$ cat src/rtl/hazard_pkg.sv
// hazard_pkg: shared constants and helpers for the hazard/forwarding scoreboard
package hazard_pkg;
  localparam int FWD_RF = 0;
  function automatic int sel_w(input int stages);
    return $clog2(stages + 1);
  endfunction
endpackage

$ cat src/rtl/hazard_scoreboard_if.sv
// hazard_scoreboard_if: decode-side request and hazard/forward response bundle
interface hazard_scoreboard_if #(parameter int REG_W = 5, parameter int STAGES = 3, parameter int CNT_W = 16);
  import hazard_pkg::*;
  localparam int SW = sel_w(STAGES);
  logic adv, flush, id_valid, id_use_rs, id_use_rt, id_wen, id_is_load;
  logic [REG_W-1:0] id_rs, id_rt, id_wsel;
  logic stall;
  logic [SW-1:0] fwd_rs, fwd_rt, busy_cnt;
  logic [CNT_W-1:0] stall_cnt;
  modport master(output adv, flush, id_valid, id_use_rs, id_use_rt, id_wen, id_is_load, id_rs, id_rt, id_wsel,
                 input stall, fwd_rs, fwd_rt, busy_cnt, stall_cnt);
  modport slave(input adv, flush, id_valid, id_use_rs, id_use_rt, id_wen, id_is_load, id_rs, id_rt, id_wsel,
                output stall, fwd_rs, fwd_rt, busy_cnt, stall_cnt);
endinterface

$ cat src/rtl/hazard_match.sv
// hazard_match: youngest in-flight writer match and ready/stall decision for one source operand
module hazard_match import hazard_pkg::*; #(
  parameter int REG_W = 5,
  parameter int STAGES = 3,
  parameter int FWD_EN = 1,
  parameter int LOAD_LAT = 1,
  localparam int SW = sel_w(STAGES)
) (
  input  logic              use_reg,
  input  logic [REG_W-1:0]  id_reg,
  input  logic [STAGES-1:0] valid,
  input  logic [STAGES-1:0] is_load,
  input  logic [REG_W-1:0]  wsel [STAGES],
  output logic [SW-1:0]     fwd,
  output logic              stl
);
  // scan oldest to youngest so the youngest match overwrites the decision last
  always_comb begin
    fwd = SW'(FWD_RF);
    stl = 1'b0;
    for (int k = STAGES; k >= 1; k--)
      if (use_reg && id_reg != '0 && valid[k-1] && wsel[k-1] == id_reg) begin
        stl = FWD_EN == 0 || (is_load[k-1] && k < 1 + LOAD_LAT);
        fwd = stl ? SW'(FWD_RF) : SW'(k);
      end
  end
endmodule

$ cat src/rtl/hazard_scoreboard.sv
// hazard_scoreboard: in-flight writer shift scoreboard producing decode stall and forward selects
module hazard_scoreboard import hazard_pkg::*; #(
  parameter int REG_W = 5,
  parameter int STAGES = 3,
  parameter int FWD_EN = 1,
  parameter int LOAD_LAT = 1,
  parameter int CNT_W = 16,
  localparam int SW = sel_w(STAGES)
) (
  input logic CLK,
  input logic RST,
  hazard_scoreboard_if.slave bus
);
  typedef struct packed {logic valid; logic [REG_W-1:0] wsel; logic is_load;} entry_t;
  entry_t sb [STAGES];
  logic [STAGES-1:0] valid, is_load;
  logic [REG_W-1:0] wsel [STAGES];
  logic stl_rs, stl_rt, ins;
  logic [SW-1:0] f_rs, f_rt, busy;
  logic [CNT_W-1:0] cnt;
  always_comb begin
    busy = '0;
    for (int k = 0; k < STAGES; k++) begin
      valid[k] = sb[k].valid;
      is_load[k] = sb[k].is_load;
      wsel[k] = sb[k].wsel;
      busy = busy + SW'(sb[k].valid);
    end
  end
  hazard_match #(.REG_W(REG_W), .STAGES(STAGES), .FWD_EN(FWD_EN), .LOAD_LAT(LOAD_LAT)) u_rs (
    .use_reg(bus.id_use_rs), .id_reg(bus.id_rs), .valid(valid), .is_load(is_load), .wsel(wsel),
    .fwd(f_rs), .stl(stl_rs));
  hazard_match #(.REG_W(REG_W), .STAGES(STAGES), .FWD_EN(FWD_EN), .LOAD_LAT(LOAD_LAT)) u_rt (
    .use_reg(bus.id_use_rt), .id_reg(bus.id_rt), .valid(valid), .is_load(is_load), .wsel(wsel),
    .fwd(f_rt), .stl(stl_rt));
  assign bus.stall = bus.id_valid && !bus.flush && (stl_rs || stl_rt);
  assign bus.fwd_rs = bus.stall ? SW'(FWD_RF) : f_rs;
  assign bus.fwd_rt = bus.stall ? SW'(FWD_RF) : f_rt;
  assign bus.busy_cnt = busy;
  assign bus.stall_cnt = cnt;
  // a stalled or flushed decode slot enters the pipe as a bubble
  assign ins = bus.id_valid && bus.id_wen && |bus.id_wsel && !bus.stall && !bus.flush;
  always_ff @(posedge CLK or posedge RST)
    if (RST) begin
      for (int k = 0; k < STAGES; k++) sb[k] <= '0;
      cnt <= '0;
    end else if (bus.adv) begin
      sb[0] <= '{valid: ins, wsel: bus.id_wsel, is_load: bus.id_is_load};
      for (int k = 1; k < STAGES; k++) sb[k] <= sb[k-1];
      if (bus.stall && !(&cnt)) cnt <= cnt + CNT_W'(1);
    end
endmodule
$ cat src/flat_wrapper.sv
// flat-port wrapper written by rule: the top's interface ports become plain ports
module hazard_scoreboard_flat import hazard_pkg::*;
#(
  parameter int REG_W = 5,
  parameter int STAGES = 3,
  parameter int FWD_EN = 1,
  parameter int LOAD_LAT = 1,
  parameter int CNT_W = 16,
  localparam int SW = sel_w(STAGES)
)
  (CLK, RST, bus_adv, bus_flush, bus_id_valid, bus_id_use_rs, bus_id_use_rt, bus_id_wen, bus_id_is_load, bus_id_rs, bus_id_rt, bus_id_wsel, bus_stall, bus_fwd_rs, bus_fwd_rt, bus_busy_cnt, bus_stall_cnt);
  hazard_scoreboard_if #(.REG_W(REG_W), .STAGES(STAGES), .CNT_W(CNT_W)) bus_i ();
  input logic CLK;
  input logic RST;
  input wire logic [$bits(bus_i.adv)-1:0] bus_adv;
  input wire logic [$bits(bus_i.flush)-1:0] bus_flush;
  input wire logic [$bits(bus_i.id_valid)-1:0] bus_id_valid;
  input wire logic [$bits(bus_i.id_use_rs)-1:0] bus_id_use_rs;
  input wire logic [$bits(bus_i.id_use_rt)-1:0] bus_id_use_rt;
  input wire logic [$bits(bus_i.id_wen)-1:0] bus_id_wen;
  input wire logic [$bits(bus_i.id_is_load)-1:0] bus_id_is_load;
  input wire logic [$bits(bus_i.id_rs)-1:0] bus_id_rs;
  input wire logic [$bits(bus_i.id_rt)-1:0] bus_id_rt;
  input wire logic [$bits(bus_i.id_wsel)-1:0] bus_id_wsel;
  output wire logic [$bits(bus_i.stall)-1:0] bus_stall;
  output wire logic [$bits(bus_i.fwd_rs)-1:0] bus_fwd_rs;
  output wire logic [$bits(bus_i.fwd_rt)-1:0] bus_fwd_rt;
  output wire logic [$bits(bus_i.busy_cnt)-1:0] bus_busy_cnt;
  output wire logic [$bits(bus_i.stall_cnt)-1:0] bus_stall_cnt;
  assign bus_i.adv = bus_adv;
  assign bus_i.flush = bus_flush;
  assign bus_i.id_valid = bus_id_valid;
  assign bus_i.id_use_rs = bus_id_use_rs;
  assign bus_i.id_use_rt = bus_id_use_rt;
  assign bus_i.id_wen = bus_id_wen;
  assign bus_i.id_is_load = bus_id_is_load;
  assign bus_i.id_rs = bus_id_rs;
  assign bus_i.id_rt = bus_id_rt;
  assign bus_i.id_wsel = bus_id_wsel;
  assign bus_stall = bus_i.stall;
  assign bus_fwd_rs = bus_i.fwd_rs;
  assign bus_fwd_rt = bus_i.fwd_rt;
  assign bus_busy_cnt = bus_i.busy_cnt;
  assign bus_stall_cnt = bus_i.stall_cnt;
  hazard_scoreboard #(.REG_W(REG_W), .STAGES(STAGES), .FWD_EN(FWD_EN), .LOAD_LAT(LOAD_LAT), .CNT_W(CNT_W)) u_core (.CLK(CLK), .RST(RST), .bus(bus_i));
endmodule
$ cat config.mk
export PLATFORM = sky130hd
export DESIGN_NAME = hazard_scoreboard_flat
export DESIGN_NICKNAME = d
export VERILOG_FILES = /design/src/rtl/hazard_pkg.sv /design/src/rtl/hazard_scoreboard_if.sv /design/src/rtl/hazard_match.sv /design/src/rtl/hazard_scoreboard.sv /design/src/flat_wrapper.sv
export SDC_FILE = /design/constraint.sdc
export NUM_CORES = 1
export LEC_CHECK = 0
export CORE_AREA = 5 5 76 78
export DETAILED_ROUTE_END_ITERATION = 8
export DIE_AREA = 0 0 81 83
export HOLD_SLACK_MARGIN = 0.12
export PLACE_DENSITY_LB_ADDON = 0.3
export SYNTH_ARGS = -nofsm -noshare
export SYNTH_HDL_FRONTEND = slang
export SYNTH_SLANG_ARGS = --single-unit
$ cat constraint.sdc
create_clock -name CLK -period 3 [get_ports CLK]
set_input_delay 0.6 -clock CLK [delete_from_list [all_inputs] [get_ports CLK]]
set_output_delay 0.6 -clock CLK [all_outputs]
set_load 0.1 [all_outputs]
# [Word level (Yosys, flattened, before mapping)]
# Cells that the tools add are included.
[totals] reg_bits=35 in_bits=24 wordCells=58
[classes] n_addsub=3 eq_ne=6 n_mux=11 n_reduce_logical=30
[op_table] op="equality test 5 bit" n=6
[op_table] op="logical AND 1 bit" n=21
[op_table] op="adder 16 x 1 -> 16 bit, second input constant" n=1
[op_table] op="2-to-1 mux 2 bit" n=8
[op_table] op="AND reduction 16 bit" n=1
[op_table] op="nonzero test 5 bit" n=2
[op_table] op="OR reduction 5 bit" n=1
[op_table] op="logical NOT 1 bit" n=3
[op_table] op="2-to-1 mux 1 bit" n=3
[op_table] op="adder 1 x 1 -> 2 bit" n=1
[op_table] op="adder 2 x 1 -> 2 bit" n=1
[op_table] op="AND reduction 2 bit" n=1
[op_table] op="logical OR 1 bit" n=1

# [Longest topological paths before layout]
# Gate-level depths: netlist of run 1.
[depth] word_depth=10 depth_mapped=7

# [Hierarchy]
# Synthesis of run 1 repeated with hierarchy kept, for this count alone.
[hier_totals] hier_cells=189 area_unflattened_um2=2100.8
[modules_own_cells] mod="hazard_scoreboard" n_inst=1 cells_each=129 area_per_inst_um2=1657.8
[modules_own_cells] mod="hazard_match" n_inst=2 cells_each=30 area_per_inst_um2=221.5

# [Worst setup path after synthesis of run 1]
# OpenSTA, ideal clock, no wires.
[synth_timing] path_kind="input-to-output" startpoint="in bus_id_rt[0]" endpoint="out bus_fwd_rs[0]" arrival_ns=3.319 setup_slack_ns=-0.919 stages=7 path_cell_list="or4_1 o21ai_1 nand4b_1 buf_4 buf_6 o21ai_0 o22ai_1"
[synth_via] elab_chain_len=8 word_cells_on_any_way=9 cone_classes="eq/ne (1); mux (2); reduce/logical (6)"
[synth_lines] element="start: declaration" line_no="flat_wrapper.sv:23" source="input wire logic [$bits(bus_i.id_rt)-1:0] bus_id_rt;"
[synth_lines] element="nonzero test 5 bit" line_no="hazard_match.sv:22" source="if (use_reg && id_reg != '0 && valid[k-1] && wsel[k-1] == id_reg) begin"
[synth_lines] element="logical AND 1 bit (2 in series)" line_no="hazard_match.sv:22"
[synth_lines] element="logical AND 1 bit *" line_no="hazard_match.sv:22"
[synth_lines] element="2-to-1 mux 1 bit *" line_no="hazard_match.sv:22"
[synth_lines] element="logical OR 1 bit *" line_no="hazard_scoreboard.sv:36" source="assign bus.stall = bus.id_valid && !bus.flush && (stl_rs || stl_rt);"
[synth_lines] element="logical AND 1 bit *" line_no="hazard_scoreboard.sv:36"
[synth_lines] element="2-to-1 mux 2 bit *" line_no="hazard_scoreboard.sv:37" source="assign bus.fwd_rs = bus.stall ? SW'(FWD_RF) : f_rs;"
[synth_lines] element="end: declaration" line_no="flat_wrapper.sv:26" source="output wire logic [$bits(bus_i.fwd_rs)-1:0] bus_fwd_rs;"
# Every way passes the cells marked *; elsewhere a longest branch is shown, timed or not.

# [Worst setup path in the final report of run 1]
[layout_timing] startpoint="in bus_id_rt[3]" endpoint="out bus_fwd_rt[0]"
[layout_via] elab_chain_len=8 word_cells_on_any_way=18 cone_classes="eq/ne (3); mux (5); reduce/logical (10)"
[layout_lines] element="nonzero test 5 bit" line_no="hazard_match.sv:22"
[layout_lines] element="logical AND 1 bit (3 in series)" line_no="hazard_match.sv:22"
[layout_lines] element="2-to-1 mux 2 bit / 2-to-1 mux 1 bit (equally long branches)" line_no="hazard_match.sv:22"
[layout_lines] element="2-to-1 mux 2 bit / logical OR 1 bit (equally long branches)" line_no="hazard_match.sv:22, hazard_scoreboard.sv:36"
[layout_lines] element="2-to-1 mux 2 bit / logical AND 1 bit (equally long branches)" line_no="hazard_match.sv:22, hazard_scoreboard.sv:36"
[layout_lines] element="2-to-1 mux 2 bit *" line_no="hazard_scoreboard.sv:38" source="assign bus.fwd_rt = bus.stall ? SW'(FWD_RF) : f_rt;"
[layout_lines] element="end: declaration" line_no="flat_wrapper.sv:27" source="output wire logic [$bits(bus_i.fwd_rt)-1:0] bus_fwd_rt;"
# Marked as above.

==> qor.yml, run 1 <==
synth_area_sq_um: 2140
fin_nets: 291
cts_max_level: 2
critical_path_class: "input pin to output pin"
drc_errors: 0
p_per_area_nw_per_um2: 380
diodes: 0
synth_xor_area_frac: 0.180
detail_route.wl_per_cell_um: 15.6
drt_pass1_iterations: 4
rows: 26
synth_compound_area_frac: 0.117
cpMaxStageDelayCell: "or4_4"
dieWidth_um: 81
finalCritPeriodShare: 0.960
hold_viol: 0
vdd_drop_max_uv: 319
ys_warn_count: 0
cp_max_fo: 4
grt_overflow: 0
maxClockFrequency_mhz: 347
critPathLaunchType: "input pin"
total_power_mw: 1.14
final_util: 0.601
timing.rr.end: "u_core.bus.stall_cnt[15]$_DFFE_PP0P_"
drive_above_1_share: 0.353
drt.antenna.violating_nets: 0
synth_area_leaders: "dfrtp_1, mux2_2, xnor2_1"
postRouteWirelength_mm: 5.25
arrival_ps: 2280
slowest_delay_ps: 540
yosysSeqAreaShare: 0.410
reg2regPathDepth: 8
start_util: 0.427
clk_pin_slew_ps: 80
io_buffers: 46
synthCells: 192
fin_worst_skew_ps: 11.7
yosysUniqueCellTypes: 44
insertion_delay_ps: 290
die_area_sq_um: 6720
synth-edff-count: 0
numClockSinks: 35
core_sq_um: 5010
synth.most_common_cell: "dfrtp_1"
synth_fa_ha_area_frac: 0.0152
path_delay_family: "simple AND/OR/NAND/NOR gates"
grt_first_pass_wirelength_mm: 8.79
hold_ws_ps: 485
synth_top_family_by_area: "XOR/XNOR gates"
period_needed_ps: 2880
min_path_cells: 1
place_congestion: 0.848
timing.rr.start: "u_core.sb[19]$_DFFE_PP0P_"
yosys.area_share.simple: 0.143
hold-path-endpoint: "u_core.bus.stall_cnt[9]$_DFFE_PP0P_"
ys.flop_type: "dfrtp_1"
outcome: "completed"
grt_pass1_vias: 1809
vias_per_cell: 5.30
syn_avg_cell_area_sq_um: 11.1
synth_async_sr_flop_share: 1.00
yosys.area.top_type_share: 0.410
total_leakage_power_nw: 1.29
holdCritPathClass: "flop to flop"
io_pins: 47
critPathRequiredTime_ps: 2400
drv_slew: 0
synth.top_cells.by_count: "dfrtp_1, xnor2_1, xor2_1, mux2_2, nand2_1"
dp_hpwl_mm: 3.94
relSlewSlack: 0.517
antenna_found_initial: 0
synthMuxAreaShare: 0.105
ys_ff_latch: 35
drt_iter0_drc: 112
rsz0062_at_grt: "no"
clk_path_buf_depth: 2
syn_nets: 218
r2r_slack_ps: 400
cts_tree: "built"
cap_viol_max_count: 0
clockRootBuffer: "clkbuf_8"
grt_use_total: 0.165
path_buf_inv: 3
worst_setup_path_end_kind: "output pin"
cts_hold_buf: 0
synth_top_area_cell: "dfrtp_1"
area_growth_pct: 40.7
die_h_um: 83
numCtsBuffers: 5
cp_cell_sequence: "clkdlybuf4s15_1 > or4_4 > o21ai_4 > nand4b_1 > buf_4 > o21ai_2 > o22ai_4 > buf_12"
grt_max_degree: 36
via_count: 1780
tightest_slew_ps: 719
hold_path_startpoint: "u_core.bus.stall_cnt[9]$_DFFE_PP0P_"
setup_viol: 0
logic make-up (layout without fill, tap and decap cells):
family | after synthesis | in the layout
adder cells (fa/ha/maj) | 2 | 2
AO/OA/AOI/OAI | 30 | 30
XOR/XNOR | 44 | 44
buffers and inverters | 10 | 84
AND/OR/NAND/NOR | 51 | 51
multiplexers | 20 | 20
flip-flops | 35 | 35
registers in the layout, indices dropped and copies added, names as in the netlist:
name / count
u_core.sb: 18
u_core.bus.stall_cnt: 16
u_core.is_load: 1
timing repair:
action | 4_1_cts | 5_1_grt
setup buffers | 3 | 2
gates resized for setup | 14 | 8
endpoints found under the setup margin | 5 | 5
pin swaps | 7 | 6
metal layers:
layer | share of wire | GRT usage | vias to the layer above
met5 | 0 | 0 | -
met2 | 0.50 | 0.270 | 40
met3 | 0.036 | 0.0303 | 9
met4 | 0.0099 | 0.0476 | 0
li1 | - | - | 863
met1 | 0.45 | 0.219 | 868
worst reg2reg max path, stage by stage, from the launching register on:
cell and delay (ps):
dfrtp_1 450, xor2_1 210, nor4_2 260, nand4b_1 250
buf_4 220, buf_6 110, buf_4 160, a2111oi_0 460
mux2_2 390
power breakdown:
| group | leakage (nW) | total, mW | internal (mW) | switching, mW |
|---|---|---|---|---|
| Combinational | 0.794 | 0.248 | 0.129 | 0.119 |
| Clock | 0.0422 | 0.341 | 0.163 | 0.177 |
| Sequential | 0.452 | 0.556 | 0.507 | 0.0494 |
layout by cell type, fill, tap and decap left out, drive strengths merged, types with 2 or more instances in the layout:
cell type / instances
nand2: 10
xor2: 21
a2111oi: 8
o221a: 2
nand4: 8
a211oi: 3
clkdlybuf4s15: 2
nand2b: 2
o21ai: 7
nor2: 2
dlygate4sd2: 4
mux2: 20
clkdlybuf4s50: 14
nor4: 4
o22ai: 2
or4: 4
dlymetal6s2s: 3
buf: 51
inv: 2
nor3: 4
nand4b: 2
clkbuf: 7
xnor2: 23
a21oi: 4
nand3: 8
dfrtp: 35
worst max-delay path by stage:
stage / startpoint / endpoint / slack, ps / cells past startpoint
after floorplan: bus_id_rt[0] / bus_fwd_rs[0] / -240 / 7
after global placement: bus_id_rt[2] / bus_fwd_rt[0] / -100 / 7
after detailed placement: bus_id_rt[3] / bus_fwd_rs[0] / -120 / 7
after CTS: bus_id_rt[1] / bus_stall / 10 / 7
after global routing: bus_id_rt[3] / bus_fwd_rt[0] / 50 / 8
final: bus_id_rt[3] / bus_fwd_rt[0] / 120 / 8
cell type report:
| type | instances | area, sq um |
|---|---|---|
| Clock buffer | 7 | 76.3 |
| Clock inverter | 1 | 5.00 |
| Fill cell | 444 | 2000 |
| Inverter | 2 | 7.51 |
| Multi-Input combinational cell | 147 | 1270 |
| Sequential cell | 35 | 876 |
| Tap cell | 70 | 87.6 |
| Timing Repair Buffer | 74 | 686 |
metrics by stage:
stage | std cells | setup TNS (ps) | cell area (sq um) | setup WS (ps)
6_report | 336 | 0 | 3010 | 120
4_1_cts | 334 | 0 | 2960 | 13.1
5_1_grt | 336 | 0 | 3010 | 45.2
3_3_place_gp | 323 | -397 | 2840 | -100
2_1_floorplan | 192 | -250 | 2170 | -244
3_5_place_dp | 323 | -412 | 2840 | -116
Power figures use the tool's default switching activity.
==> inputs of run 2 (changes only) <==
==> constraint.sdc (replaced) <==
create_clock -name CLK -period 3.5 [get_ports CLK]
set_input_delay 0.7 -clock CLK [delete_from_list [all_inputs] [get_ports CLK]]
set_output_delay 0.7 -clock CLK [all_outputs]
set_load 0.1 [all_outputs]
==> run 2 against run 1 <==
Effect of this change:
- combinational power shrank 17%
- largest cell class unchanged
- first-iteration DRC count down 13%
- design area shrank 5.0%
==> qor.yml, run 2 (synthesized netlist as in run 1, its figures left out) <==
hold_path_startpoint: "u_core.bus.stall_cnt[9]$_DFFE_PP0P_"
layout_common_cells: "dfrtp_1, clkdlybuf4s50_1, buf_4"
largest_reg_flops: 18
start_util: 0.427
hold_ws_ps: 481
fin_worst_skew_ps: 10.9
cpMaxStageDelayCell: "or4_1"
clk_path_buf_depth: 2
r2r_slack_ps: 1040
drv_slew: 0
timing.rr.end: "u_core.bus.stall_cnt[15]$_DFFE_PP0P_"
die_area_sq_um: 6720
area_growth_pct: 33.7
core_sq_um: 5010
critPathLaunchType: "input pin"
grt_pass1_vias: 1754
setup-tns-final_ps: 0
numCtsBuffers: 5
dieWidth_um: 81
io_buffers: 46
fin_nets: 278
grt_first_pass_wirelength_mm: 8.17
period_needed_ps: 3410
grt_use_total: 0.154
arrival_ps: 2710
clk_pin_slew_ps: 70
n_fill_cell: 458
fin_cells: 323
hold-path-endpoint: "u_core.bus.stall_cnt[9]$_DFFE_PP0P_"
holdCritPathClass: "flop to flop"
slowest_delay_ps: 520
antenna_found_initial: 0
grt_max_degree: 36
total_power_mw: 0.961
critPathRequiredTime_ps: 2800
detail_route.wl_per_cell_um: 15.3
tightest_slew_ps: 970
drt_iter0_drc: 98
finalCritPeriodShare: 0.974
mostFrequentLayoutCell: "dfrtp_1"
place_congestion: 0.879
cts_max_level: 2
largest-register: "u_core.sb"
io_pins: 47
timing.rr.start: "u_core.sb[17]$_DFFE_PP0P_"
hold_viol: 0
insertion_delay_ps: 290
final_util: 0.571
reg2regPathDepth: 6
p_per_area_nw_per_um2: 336
maxClockFrequency_mhz: 293
outcome: "completed"
worst_setup_path_end_kind: "output pin"
total_leakage_power_nw: 1.18
cp_cell_sequence: "clkdlybuf4s50_1 > or4_1 > o21ai_2 > nand4b_1 > buf_4 > o221a_2 > buf_12"
cts_tree: "built"
diodes: 0
ctsResizeCount: 0
drc_errors: 0
drive_above_1_share: 0.277
drt_pass1_iterations: 4
via_count: 1719
rows: 26
dp.cells: 314
relSlewSlack: 0.352
critical_path_class: "input pin to output pin"
vias_per_cell: 5.32
setup_viol: 0
min_path_cells: 1
drt.antenna.violating_nets: 0
numClockSinks: 35
grt_overflow: 0
clockRootBuffer: "clkbuf_8"
dp_hpwl_mm: 3.85
postRouteWirelength_mm: 4.93
cap_viol_max_count: 0
vdd_drop_max_uv: 290
die_h_um: 83
cp_max_fo: 5
[run 2: cell count changes in the layout (fill, tap and decap cells not counted), moves of 3 or more]
cell	change
buf_4	-16
clkdlybuf4s50_1	+14
dlygate4sd2_1	-4
dlymetal6s2s_1	-3
[run 2: metrics by stage]
step / area, sq um / setup slack, ps
finish: 2860 / 91.3
global route: 2860 / -7.36
CTS: 2850 / 104
detailed placement: 2770 / 107
global placement: 2770 / 169
floorplan: 2150 / 29.2
[run 2: report_power, final]
group | switching (mW) | internal (mW) | total [mW]
Combinational | 0.0974 | 0.108 | 0.206
Clock | 0.140 | 0.140 | 0.280
Sequential | 0.0412 | 0.434 | 0.476
[run 2: area by class of cell]
type / count / area (sq um) / share of cell area
clock buffers: 7 / 76.3 / 0.0267
clock inverters: 1 / 5.00 / 0.00175
inverters: 2 / 7.51 / 0.00263
multi-input cells: 147 / 1220 / 0.425
flip-flops and latches: 35 / 876 / 0.306
well taps: 70 / 87.6 / 0.0306
repair buffers: 61 / 591 / 0.207
[run 2: how the worst max path moves through the flow]
stage                    end          from  slack (ps)  cells past startpoint
6_report       bus_fwd_rt[1]  bus_id_rs[2]          90                      7
5_1_grt        bus_fwd_rs[0]  bus_id_rs[2]          -7                      7
4_1_cts        bus_fwd_rs[0]  bus_id_rs[2]         100                      7
3_5_place_dp   bus_fwd_rs[0]  bus_id_rs[2]         110                      7
3_3_place_gp   bus_fwd_rt[0]  bus_id_rt[2]         170                      7
2_1_floorplan  bus_fwd_rs[0]  bus_id_rt[0]          30                      7
[run 2: worst max-delay path: cells and delay by family]
family          cells  cell delay (ps)
compound gates      2              400
buf+inv             3              850
simple gates        2              750
[run 2: layer usage]
layer / track usage / share of wire / up-vias
li1: - / - / 831
met1: 0.198 / 0.44 / 851
met4: 0.0476 / 0.011 / 0
met2: 0.248 / 0.50 / 30
met3: 0.0422 / 0.046 / 7
met5: 0 / 0 / -
[run 2: what timing repair did]
item                                   in CTS  in global routing
setup buffers                               0                  1
setup endpoints to repair                   0                  1
hold buffers                                0                  0
endpoints found under the hold margin       0                  0
